**src/rtl/lsu_ctrl.sv**
```systemverilog
// lsu_ctrl: load/store unit controller between the decoder and a simple
// req/ack data memory. Three-state FSM (IDLE -> BUSY -> RESP), store lane
// steering, load lane extraction and a BUSY-cycle timeout.
// Optional feature: define MISALIGN_TRAP_EN to trap misaligned H/W accesses
// instead of performing them with the low address bits ignored.
module lsu_ctrl #(
    parameter int TIMEOUT = 255
) (
    input  logic        clk,
    input  logic        rst_n,
    input  logic        mem_read,
    input  logic        mem_write,
    input  logic [2:0]  funct3,
    input  logic [31:0] addr,
    input  logic [31:0] wdata,
    output logic        stall,
    output logic        dmem_req,
    output logic        dmem_we,
    output logic [31:0] dmem_addr,
    output logic [31:0] dmem_wdata,
    output logic [3:0]  dmem_be,
    input  logic        dmem_ack,
    input  logic [31:0] dmem_rdata,
    output logic [31:0] load_data,
    output logic        load_valid,
    output logic        bus_err,
    output logic        misalign
);

    typedef enum logic [1:0] {IDLE, BUSY, RESP} state_t;

    // Counter compares against TIMEOUT-1 so the abort happens after exactly
    // TIMEOUT BUSY cycles; TIMEOUT=0 disables the compare entirely.
    localparam logic [31:0] TO_M1 = (TIMEOUT > 0) ? 32'(TIMEOUT - 1) : 32'd0;

    state_t      r_state, w_next;
    logic        r_is_load, r_err, r_mis, r_we;
    logic [2:0]  r_f3;
    logic [1:0]  r_off;
    logic [3:0]  r_be;
    logic [31:0] r_addr, r_wdata, r_ld, r_cnt;

    logic        w_req, w_mis, w_timeout;
    logic        w_is_b, w_is_h;
    logic [3:0]  w_be_st;
    logic [31:0] w_wd_st, w_ext;
    logic [7:0]  w_byte;
    logic [15:0] w_half;

    assign w_req     = mem_read | mem_write;
    // funct3[1:0]: 00 byte, 01 half, 1x word (reserved codes fall into word)
    assign w_is_b    = (funct3[1:0] == 2'b00);
    assign w_is_h    = (funct3[1:0] == 2'b01);
    assign w_timeout = (TIMEOUT != 0) && (r_cnt == TO_M1);

`ifdef MISALIGN_TRAP_EN
    assign w_mis = (w_is_h & addr[0]) | (funct3[1] & (addr[1:0] != 2'b00));
`else
    assign w_mis = 1'b0;
`endif

    // Store lane steering: byte enables and replicated write data
    always_comb begin
        w_be_st = 4'b1111;
        w_wd_st = wdata;
        if (w_is_b) begin
            w_be_st = 4'b0001 << addr[1:0];
            w_wd_st = {4{wdata[7:0]}};
        end else if (w_is_h) begin
            w_be_st = 4'b0011 << {addr[1], 1'b0};
            w_wd_st = {2{wdata[15:0]}};
        end
    end

    // Load lane extraction with sign/zero extension from the latched access
    always_comb begin
        case (r_off)
            2'd0:    w_byte = dmem_rdata[7:0];
            2'd1:    w_byte = dmem_rdata[15:8];
            2'd2:    w_byte = dmem_rdata[23:16];
            default: w_byte = dmem_rdata[31:24];
        endcase
        w_half = r_off[1] ? dmem_rdata[31:16] : dmem_rdata[15:0];
        case (r_f3[1:0])
            2'b00:   w_ext = {{24{~r_f3[2] & w_byte[7]}}, w_byte};
            2'b01:   w_ext = {{16{~r_f3[2] & w_half[15]}}, w_half};
            default: w_ext = dmem_rdata;
        endcase
    end

    // State register
    always_ff @(posedge clk) begin
        if (!rst_n) r_state <= IDLE;
        else        r_state <= w_next;
    end

    // Next-state logic; ack beats the timeout in the same cycle
    always_comb begin
        w_next = r_state;
        case (r_state)
            IDLE: if (w_req) w_next = w_mis ? RESP : BUSY;
            BUSY: if (dmem_ack || w_timeout) w_next = RESP;
            RESP: w_next = IDLE;
            default: w_next = IDLE;
        endcase
    end

    // Request latch, timeout counter and load result register
    always_ff @(posedge clk) begin
        if (!rst_n) begin
            r_is_load <= 1'b0;
            r_err     <= 1'b0;
            r_mis     <= 1'b0;
            r_we      <= 1'b0;
            r_f3      <= 3'd0;
            r_off     <= 2'd0;
            r_be      <= 4'd0;
            r_addr    <= 32'd0;
            r_wdata   <= 32'd0;
            r_ld      <= 32'd0;
            r_cnt     <= 32'd0;
        end else begin
            case (r_state)
                IDLE: if (w_req) begin
                    // a simultaneous read+write is treated as a store
                    r_is_load <= ~mem_write;
                    r_we      <= mem_write & ~w_mis;
                    r_be      <= mem_write ? w_be_st : 4'b1111;
                    r_wdata   <= w_wd_st;
                    r_addr    <= {addr[31:2], 2'b00};
                    r_off     <= addr[1:0];
                    r_f3      <= funct3;
                    r_err     <= 1'b0;
                    r_mis     <= w_mis;
                    r_cnt     <= 32'd0;
                end
                BUSY: begin
                    r_cnt <= r_cnt + 32'd1;
                    if (dmem_ack) begin
                        if (r_is_load) r_ld <= w_ext;
                    end else if (w_timeout) begin
                        r_err <= 1'b1;
                        r_ld  <= 32'd0;
                    end
                end
                default: ;
            endcase
        end
    end

    // Outputs decoded from state plus latched flags
    always_comb begin
        stall      = (r_state == BUSY) || ((r_state == IDLE) && w_req);
        dmem_req   = (r_state == BUSY);
        load_valid = (r_state == RESP) && r_is_load && !r_err && !r_mis;
        bus_err    = (r_state == RESP) && r_err;
`ifdef MISALIGN_TRAP_EN
        misalign   = (r_state == RESP) && r_mis;
`else
        misalign   = 1'b0;
`endif
    end

    assign dmem_we    = r_we;
    assign dmem_be    = r_be;
    assign dmem_addr  = r_addr;
    assign dmem_wdata = r_wdata;
    assign load_data  = r_ld;

endmodule

```
**config.mk**
```make
export PLATFORM = sky130hd
export DESIGN_NAME = lsu_ctrl
export DESIGN_NICKNAME = d
export VERILOG_FILES = /design/src/rtl/lsu_ctrl.sv
export SDC_FILE = /design/constraint.sdc
export NUM_CORES = 1
export LEC_CHECK = 0
export ABC_CLOCK_PERIOD_IN_PS = 2100
export CAP_MARGIN = 25
export CELL_PAD_IN_SITES_DETAIL_PLACEMENT = 0
export CELL_PAD_IN_SITES_GLOBAL_PLACEMENT = 2
export CORE_UTILIZATION = 24
export DETAILED_ROUTE_END_ITERATION = 12
export GPL_TIMING_DRIVEN = 0
export PLACE_DENSITY_LB_ADDON = 0.1
export SLEW_MARGIN = 30
export SYNTH_ARGS = -nofsm -noshare
export SYNTH_HDL_FRONTEND = slang
export SYNTH_SLANG_ARGS = --single-unit
export TNS_END_PERCENT = 5
```
**constraint.sdc**
```tcl
create_clock -name clk -period 2.1 [get_ports clk]
set_clock_uncertainty 0.15 [all_clocks]
set_input_delay 0.63 -clock clk [delete_from_list [all_inputs] [get_ports clk]]
set_output_delay 0.63 -clock clk [all_outputs]
set_load 0.03 [all_outputs]
```
==> metrics.cfg, run 1 <==
[synthesis]
ys.flop_type = dfxtp_1
synth_top_area_cell = dfxtp_1
syn_avg_cell_area_um2 = 8.25
synth_top_area_share_pct = 41.7
synthArstFlopShare_pct = 0
synth_cell_types = 58
synth_warnings = 0
synthCells = 814
synthTopCellsByArea = dfxtp_1 42%, nand2_1 12%, mux2i_1 6.7%
yosysSeqAreaShare_pct = 41.7
synth_edf_count = 0
syn-cell-area_um2 = 6720
synth_seq_cells = 140

[detailed_routing]
viasPerCell = 4.52
ant_nets = 0
vias = 6482
drc = 0
dr.pass1.iters = 4
drtIter0Drc = 228
drt-wirelength-per-cell_um = 17.4
wirelength_um = 24900

[layout]
stdcell_area_um2 = 10000
register_area_um2 = 2830
final_common_cell = nand2_1
drive_gt1_share_pct = 12.8
antenna_cells = 0
area_growth_pct = 49.5
fillCellCount = 2947
fin_util_pct = 37.0
multi_input_comb_area_um2 = 3740
fin_nets = 1154
final_cell_mix = 211 x nand2_1, 126 x dfxtp_1, 99 x dlygate4sd2_1, 98 x clkdlybuf4s50_1, 51 x a21boi_0

[clocking]
cts_buffer_depth = 2
cts.clk_slew.worst_paths_ps = 60
numClockSinks = 140
root_buffer = clkbuf_16
clkLatencyLatePin_ps = 430
cts_inserted_buffers = 17
cts_hold_buf = 0
cts_tree = done
cts_max_level = 4

[worst_setup_path]
end_kind = output port
path_max_fanout = 10
worstSetupPathType = register to output port
crit_required_ps = 1320
startpoint_type = register
arrival_ps = 1390

[floorplanning]
core_area_um2 = 27200
die-area_um2 = 28700
chipWidth_um = 169
initial_core_util_pct = 24.7
rows = 60
io_pins = 210
die_h_um = 169

[sta]
fin_crit_ps = 2170
fin_setup_tns_ps = -592
slew_viol_final = 0
period_share_pct = 103
maxSlewHeadroom_pct = 58.6
finalHoldViolCount = 0
tightestPinTransition_ps = 622
setup_violations = 18
rsz0062_at_grt = true
setup_ws_ps = -66.7
clock.fmax_mhz = 462

[power_and_ir_drop]
vdd_drop_max_v = 0.000356
leakage_nw = 4.54
power_per_cell_area_nw_per_um2 = 739

[global_routing]
antenna_found_initial = 0
grt_remaining_overflow = 0
grt.met1_usage_pct = 23.1
met2_usage_pct = 26.5
grt_max_degree = 17
grt_pass1_wl_um = 37800
grt_use_total_pct = 17.4
grt_util_met3_pct = 6.74
grt_pass1_vias = 6408
grt.busiest_layer = met2

[run]
maxCapViolations = 0

[placed_design]
dp_hpwl_um = 18500
place_area_um2 = 9240
io_buffers = 204
detailedPlace.worstSlack_ps = -1580
place.gp.congestion = 0.763

[hold_path]
hold_path_class = register to register

[status]
violations = setup timing
outcome = complete, but fails checks

-- per-stage QoR --
step	hold WS (ps)	power [W]	instances
detailed placement	308	0.00445	1392
floorplan	307	0.00372	816
global placement	301	0.00446	1392
CTS	313	0.00750	1427
finish	309	0.00743	1433
global route	327	0.00777	1433
-- synth_stat cells, drive strengths merged, types with 7 or more instances --
library cell	number
inv	18
nor2b	19
nand3	22
nor2	35
and3	7
a31oi	7
dfxtp	140
clkbuf	44
nand4	13
nor3	7
o22ai	17
a21boi	51
nand2	213
o21ai	36
buf	16
nor4	8
a21oi	14
and2	16
mux2	8
o211a	22
mux2i	45
-- cells by family (layout without fill, tap and decap cells) --
group,after synthesis,after routing,share of synthesized area [%]
compound gates,180,180,19.5
fa+ha+maj,2,2,0.373
buf+inv,78,323,5.10
flops,140,140,41.7
mux,54,54,8.38
other cells,1,3,0.0558
simple gates,359,359,24.8
-- metal layers --
metal / routed length (um) / vias up
li1: - / 3301
met1: 11900 / 3014
met2: 10900 / 156
met3: 1900 / 11
met4: 160 / 0
met5: 0 / -
-- critical path, stage by stage (launching register included) --
cell and delay [ps]:
dfxtp_2 330, buf_6 140, nor4bb_4 270, buf_4 220
-- area by class of cell --
type	count	area share, %
plain buffers	59	3.28
clock buffers	19	4.51
clock inverters	13	1.31
inverters	18	0.772
multi-input cells	598	37.2
flip-flops and latches	140	28.1
well taps	372	4.63
repair buffers	214	20.1
-- report_power, final --
| group | internal [W] | leakage [nW] | switching, W |
|---|---|---|---|
| combinational | 0.000576 | 3.11 | 0.000893 |
| sequential | 0.00280 | 1.15 | 0.0000825 |
| clock | 0.00172 | 0.278 | 0.00136 |
| total | 0.00509 | 4.54 | 0.00233 |
-- final timing paths --
kind,from,end,slack (ps),cells past startpoint
hold reg to reg,dmem_wdata[28],dmem_wdata[28],310,2
setup / recovery,r_state[1],load_valid,-70,3
hold / removal,dmem_wdata[28],dmem_wdata[28],310,2
setup reg to reg,r_cnt[10],load_data[28],-50,7
-- what timing repair did --
action | 4_1_cts | 5_1_grt
buffers inserted | 4 | 5
setup endpoints to repair | 241 | 85
endpoints found under the hold margin | 0 | 0
pin swaps | 9 | 13
gates cloned | 0 | 1
resized for setup | 190 | 27
-- state kept, by name, summed over array words and instances, names as in the netlist --
register and cells:
r_off 2, dmem_wdata 32, r_f3 3, load_data 32, dmem_addr 30, r_err 1
r_cnt 32, r_is_load 1, r_state 2, dmem_be 4, dmem_we 1
Power figures use the tool's default switching activity.
==> run 2, diff against run 1 <==
PLACE_DENSITY = 0.87   (was not set)
PLACE_DENSITY_LB_ADDON = not set   (was 0.1)
==> run 2 against run 1 <==
Compared with the run above:
- the flow still finishes with violations (setup timing)
- setup slack worse by 25 ps
- design area is 0.88% higher
- die area unchanged
- fmax shrank 1.1%
- critical path depth up 1
- routed wire length fell by 3.5%
- register-to-register slack better by 50 ps
- via count increased by 1.7%
- combinational power is essentially flat
- critical path type is now input pin to output port
- largest power group unchanged
==> metrics.cfg, run 2 (synthesis gave the netlist of run 1 again) <==
[hold_path]
hold_path_class = register to register
holdCritStartpoint = load_data[13]
hold_depth = 2
hold_end = load_data[13]

[sta]
setup_ws_ps = -91.5
setup_violations = 1
period_share_pct = 104
fin_crit_ps = 2190
maxSlewHeadroom_pct = 56.0
finalHoldViolCount = 0
slew_viol_final = 0
whs_ps = 307
clock.fmax_mhz = 456
rsz0062_at_grt = true
tightestPinTransition_ps = 660

[clocking]
clkLatencyLatePin_ps = 420
cts_tree = done
numClockSinks = 140
cts_max_level = 4
cts.clk_slew.worst_paths_ps = 60
cts_buffer_depth = 2
root_buffer = clkbuf_16
cts_inserted_buffers = 17
cts_hold_buf = 0

[layout]
stdcell_area_um2 = 10100
instances_no_fill = 1432
final_cell_mix = 211 x nand2_1, 121 x dfxtp_1, 99 x dlygate4sd2_1, 98 x clkdlybuf4s50_1, 51 x a21boi_0
antenna_cells = 0
area_growth_pct = 50.9
fin_nets = 1154
final_common_cell = nand2_1
fillCellCount = 2867
drive_gt1_share_pct = 12.6

[detailed_routing]
drtIter0Drc = 311
ant_nets = 0
drc = 0
vias = 6593
dr.pass1.iters = 5
drt-wirelength-per-cell_um = 16.8
viasPerCell = 4.60
wirelength_um = 24000

[worst_setup_path]
startpoint_type = input pin
worstSetupPathType = input pin to output port
r2r-end = load_data[1]
crit_required_ps = 1320
crit_path_max_incr_delay_ps = 270
path_max_fanout = 5
r2r_cells = 7
critPathSlowestCell = nor3_4
rr_startpoint = r_cnt[4]
rrSetupSlack_ps = 0
path_cells = clkdlybuf4s15_1, nor3_4, nor2_4, buf_4
arrival_ps = 1410
end_kind = output port

[placed_design]
dp_cells = 1392
io_buffers = 204
place.gp.congestion = 0.842
place_area_um2 = 9240
dp_hpwl_um = 17900

[global_routing]
grt_max_degree = 17
antenna_found_initial = 0
grt_use_total_pct = 16.7
grt_pass1_wl_um = 36700
grt_remaining_overflow = 0
grt_pass1_vias = 6465

[power_and_ir_drop]
vdd_drop_max_v = 0.000465
power_per_cell_area_nw_per_um2 = 783
leakage_nw = 4.56
total_power_w = 0.00793

[floorplanning]
core_area_um2 = 27200
die-area_um2 = 28700
chipWidth_um = 169
die_h_um = 169
io_pins = 210
initial_core_util_pct = 24.7
rows = 60

[status]
outcome = complete, but fails checks
violations = setup timing

[run]
maxCapViolations = 0

## run 2: how the worst max path moves through the flow
| stage | from | to | slack [ps] | cells after the start |
|---|---|---|---|---|
| after detailed placement | mem_write | r_f3[1] | -1420 | 7 |
| after floorplan | r_cnt[0] | load_data[23] | 50 | 9 |
| after global placement | mem_write | r_f3[1] | -1460 | 7 |
| final | mem_read | stall | -90 | 4 |
| after CTS | mem_write | stall | -110 | 4 |
| after global routing | mem_write | dmem_wdata[24] | -140 | 7 |
## run 2: stage by stage
stage                     worst slack [ps]  TNS, ps  util, %
after floorplan                       46.0        0        -
after global placement               -1460  -133820     34.0
after detailed placement             -1420  -128580     34.0
after CTS                             -111     -786     36.6
after global routing                  -139    -2730     37.3
final                                -91.5    -91.5     37.3
## run 2: worst max-delay path, delay by kind of cell
kind	cells	cell delay, ps
buffers and inverters	2	430
and+or+nand+nor	2	350
## run 2: layout make-up
class	instances	area, um2	share of cell area (%)
buffer	58	319	3.15
clock buffer	20	447	4.41
clock inverter	11	240	2.37
inverter	18	80.1	0.790
multi-input combinational	598	3750	37.0
sequential	140	2830	27.9
tap	372	465	4.59
timing repair buffer	215	2010	19.8
## run 2: power by group
group	internal, W	switching, W	total [W]
sequential	0.00280	0.0000814	0.00288
clock	0.00238	0.00121	0.00358
combinational	0.000573	0.000894	0.00147
## run 2: per-layer routing
layer	part of all wire [%]	global-route usage, %	vias to the layer above
met1	45	21.1	3056
met2	46	26.9	224
met3	8.1	5.60	20
li1	-	-	3293
met4	1.3	4.90	0
met5	0	0	-
## run 2: what timing repair did
action / CTS / global route
gates cloned: 0 / 0
setup endpoints to repair: 239 / 119
buffers inserted: 4 / 7
pin swaps: 6 / 9
gates resized for setup: 179 / 50
hold endpoints to repair: 0 / 0
==> run 3, diff against run 2 <==
ABC_AREA = 1   (was not set)
ABC_CLOCK_PERIOD_IN_PS = 1800   (was 2100)
CORE_UTILIZATION = 22   (was 24)
PLACE_DENSITY = 0.85   (was 0.87)
clock period = 1.8 ns   (was 2.1 ns; I/O delays follow)
==> run 3 against run 2 <==
Compared with the run above:
- synthesized area fell by 4.2%
- hold slack better by 3.1 ps
- final cell count grew 6.1%
- the flow still finishes with violations (setup timing)
- largest cell class unchanged
- sequential share of layout area is 0.50 points higher
- critical path type is now register to output port
- sequential cell count stayed put
- routed wire length decreased by 1.1%
==> metrics.cfg, run 3 <==
[sta]
slew_viol_final = 0
whs_ps = 310
fin_crit_ps = 2040
maxSlewHeadroom_pct = 61.3
period_share_pct = 113
setup_ws_ps = -243
fin_setup_tns_ps = -976
finalHoldViolCount = 0
setup_violations = 22
clock.fmax_mhz = 490
rsz0062_at_grt = true
tightestPinTransition_ps = 580

[floorplanning]
io_pins = 210
chipWidth_um = 173
core_area_um2 = 28800
die_h_um = 173
die-area_um2 = 29900
rows = 62
initial_core_util_pct = 22.4

[power_and_ir_drop]
leakage_nw = 3.84
vdd_drop_max_v = 0.000554
p_clk_share_pct = 39.9
total_power_w = 0.00920
power_per_cell_area_nw_per_um2 = 931
swShare_pct = 32.2
combPwrFrac_pct = 22.6
seqPwrFrac_pct = 37.5
power_switching_w = 0.00296
internal_power_w = 0.00624

[synthesis]
synth_most_common_cell = nand2_1
synthArstFlopShare_pct = 0
syn_avg_cell_area_um2 = 7.27
synth_cell_types = 41
synth_top_area_share_pct = 43.5
synth_warnings = 0
synth_common_cells = 218 x nand2_1, 140 x dfxtp_1, 77 x inv_1
synth_top_area_cell = dfxtp_1
synthTopCellsByArea = dfxtp_1 44%, nand2_1 13%, a21oi_1 5.7%
syn-cell-area_um2 = 6440
synth_seq_cells = 140
synth_edf_count = 0
yosysSeqAreaShare_pct = 43.5
synthCells = 885
ys.flop_type = dfxtp_1

[clocking]
root_buffer = clkbuf_16
clkLatencyLatePin_ps = 420
cts_tree = done
cts.clk_slew.worst_paths_ps = 70
cts_max_level = 4
cts_hold_buf = 0
cts_buffer_depth = 2
cts_inserted_buffers = 17
numClockSinks = 140

[hold_path]
hold_path_class = register to register
holdCritStartpoint = load_data[28]

[global_routing]
antenna_found_initial = 0
grt_pass1_wl_um = 37500
grt_use_total_pct = 15.9
grt_max_degree = 17
grt_pass1_vias = 6664
grt_remaining_overflow = 0

[status]
outcome = complete, but fails checks
violations = setup timing

[worst_setup_path]
crit_required_ps = 1110
rr_startpoint = r_state[1]
startpoint_type = register
arrival_ps = 1350
worstSetupStartpoint = r_state[1]
end_kind = output port
worstSetupPathType = register to output port
path_max_fanout = 2

[detailed_routing]
drc = 0
viasPerCell = 4.43
wirelength_um = 23800
ant_nets = 0
vias = 6731
drtIter0Drc = 379
dr.pass1.iters = 5
drt-wirelength-per-cell_um = 15.6

[layout]
fin_nets = 1228
antenna_cells = 0
final_common_cell = nand2_1
drive_gt1_share_pct = 22.7
final_cell_mix = 214 x nand2_1, 135 x dfxtp_1, 99 x clkdlybuf4s50_1, 73 x inv_1, 72 x a21oi_1
area_growth_pct = 53.5

[run]
maxCapViolations = 0

[placed_design]
io_buffers = 206
dp_hpwl_um = 18000
place.gp.congestion = 0.803

[run 3: final timing paths]
kind                   end  slack [ps]  depth (start not counted)
max             load_valid        -240                          4
min reg2reg  load_data[28]         310                          2
max reg2reg  load_data[31]         -40                         10
min          load_data[28]         310                          2
[run 3: metal layers]
metal	share of wire, %	up-vias	global-route usage (%)
met5	0	-	0
met4	0.72	0	3.72
met3	6.5	9	4.53
met2	44	207	25.3
met1	48	3098	21.2
li1	-	3417	-
[run 3: worst max-delay path, stage by stage, from the launching register on]
cell	delay [ps]
dfxtp_2	360
inv_2	60
or2_4	240
nor3_4	120
buf_6	160
[run 3: cell families (layout without fill, tap and decap cells)]
logic type      Yosys count  count (layout)  share of synthesized area [%]
compound gates          217             217                           20.2
buf+inv                 124             372                           8.24
simple gates            400             400                           27.4
flops                   140             140                           43.5
fa+ha+maj                 2               2                          0.389
other cells               1               3                         0.0583
xor+xnor                  1               1                          0.136
[run 3: repair_timing]
item                                    4_1_cts  5_1_grt
endpoints found under the setup margin      239      161
pin swaps                                     5        7
setup buffers                                10        1
gates resized for setup                     401      108
[run 3: through the flow]
| stage | cell area, um2 | setup slack (ps) | utilization (%) | instances |
|---|---|---|---|---|
| 2_1_floorplan | 6450 | -17.0 | - | 887 |
| 3_3_place_gp | 8990 | -1190 | 31.2 | 1477 |
| 3_5_place_dp | 8990 | -1210 | 31.2 | 1477 |
| 4_1_cts | 9900 | -298 | 34.4 | 1519 |
| 5_1_grt | 9880 | -323 | 34.3 | 1519 |
| 6_report | 9880 | -243 | 34.3 | 1519 |
[run 3: cell type report]
| class | instances | area [um2] |
|---|---|---|
| clock buffer | 17 | 425 |
| tap | 384 | 480 |
| sequential | 140 | 2810 |
| multi-input combinational | 623 | 3280 |
| fill | 3126 | 18900 |
| clock inverter | 15 | 176 |
| inverter | 83 | 327 |
| timing repair buffer | 217 | 2090 |
| buffer | 40 | 294 |
[run 3: power groups by stage]
| stage | clock network [W] | registers, W | logic, W |
|---|---|---|---|
| 6_report | 0.00367 | 0.00345 | 0.00208 |
| 5_1_grt | 0.00389 | 0.00348 | 0.00224 |
| 4_1_cts | 0.00377 | 0.00345 | 0.00210 |
| 3_5_place_dp | 0 | 0.00351 | 0.00204 |
| 3_3_place_gp | 0 | 0.00351 | 0.00204 |
| 2_1_floorplan | 0 | 0.00387 | 0.000712 |
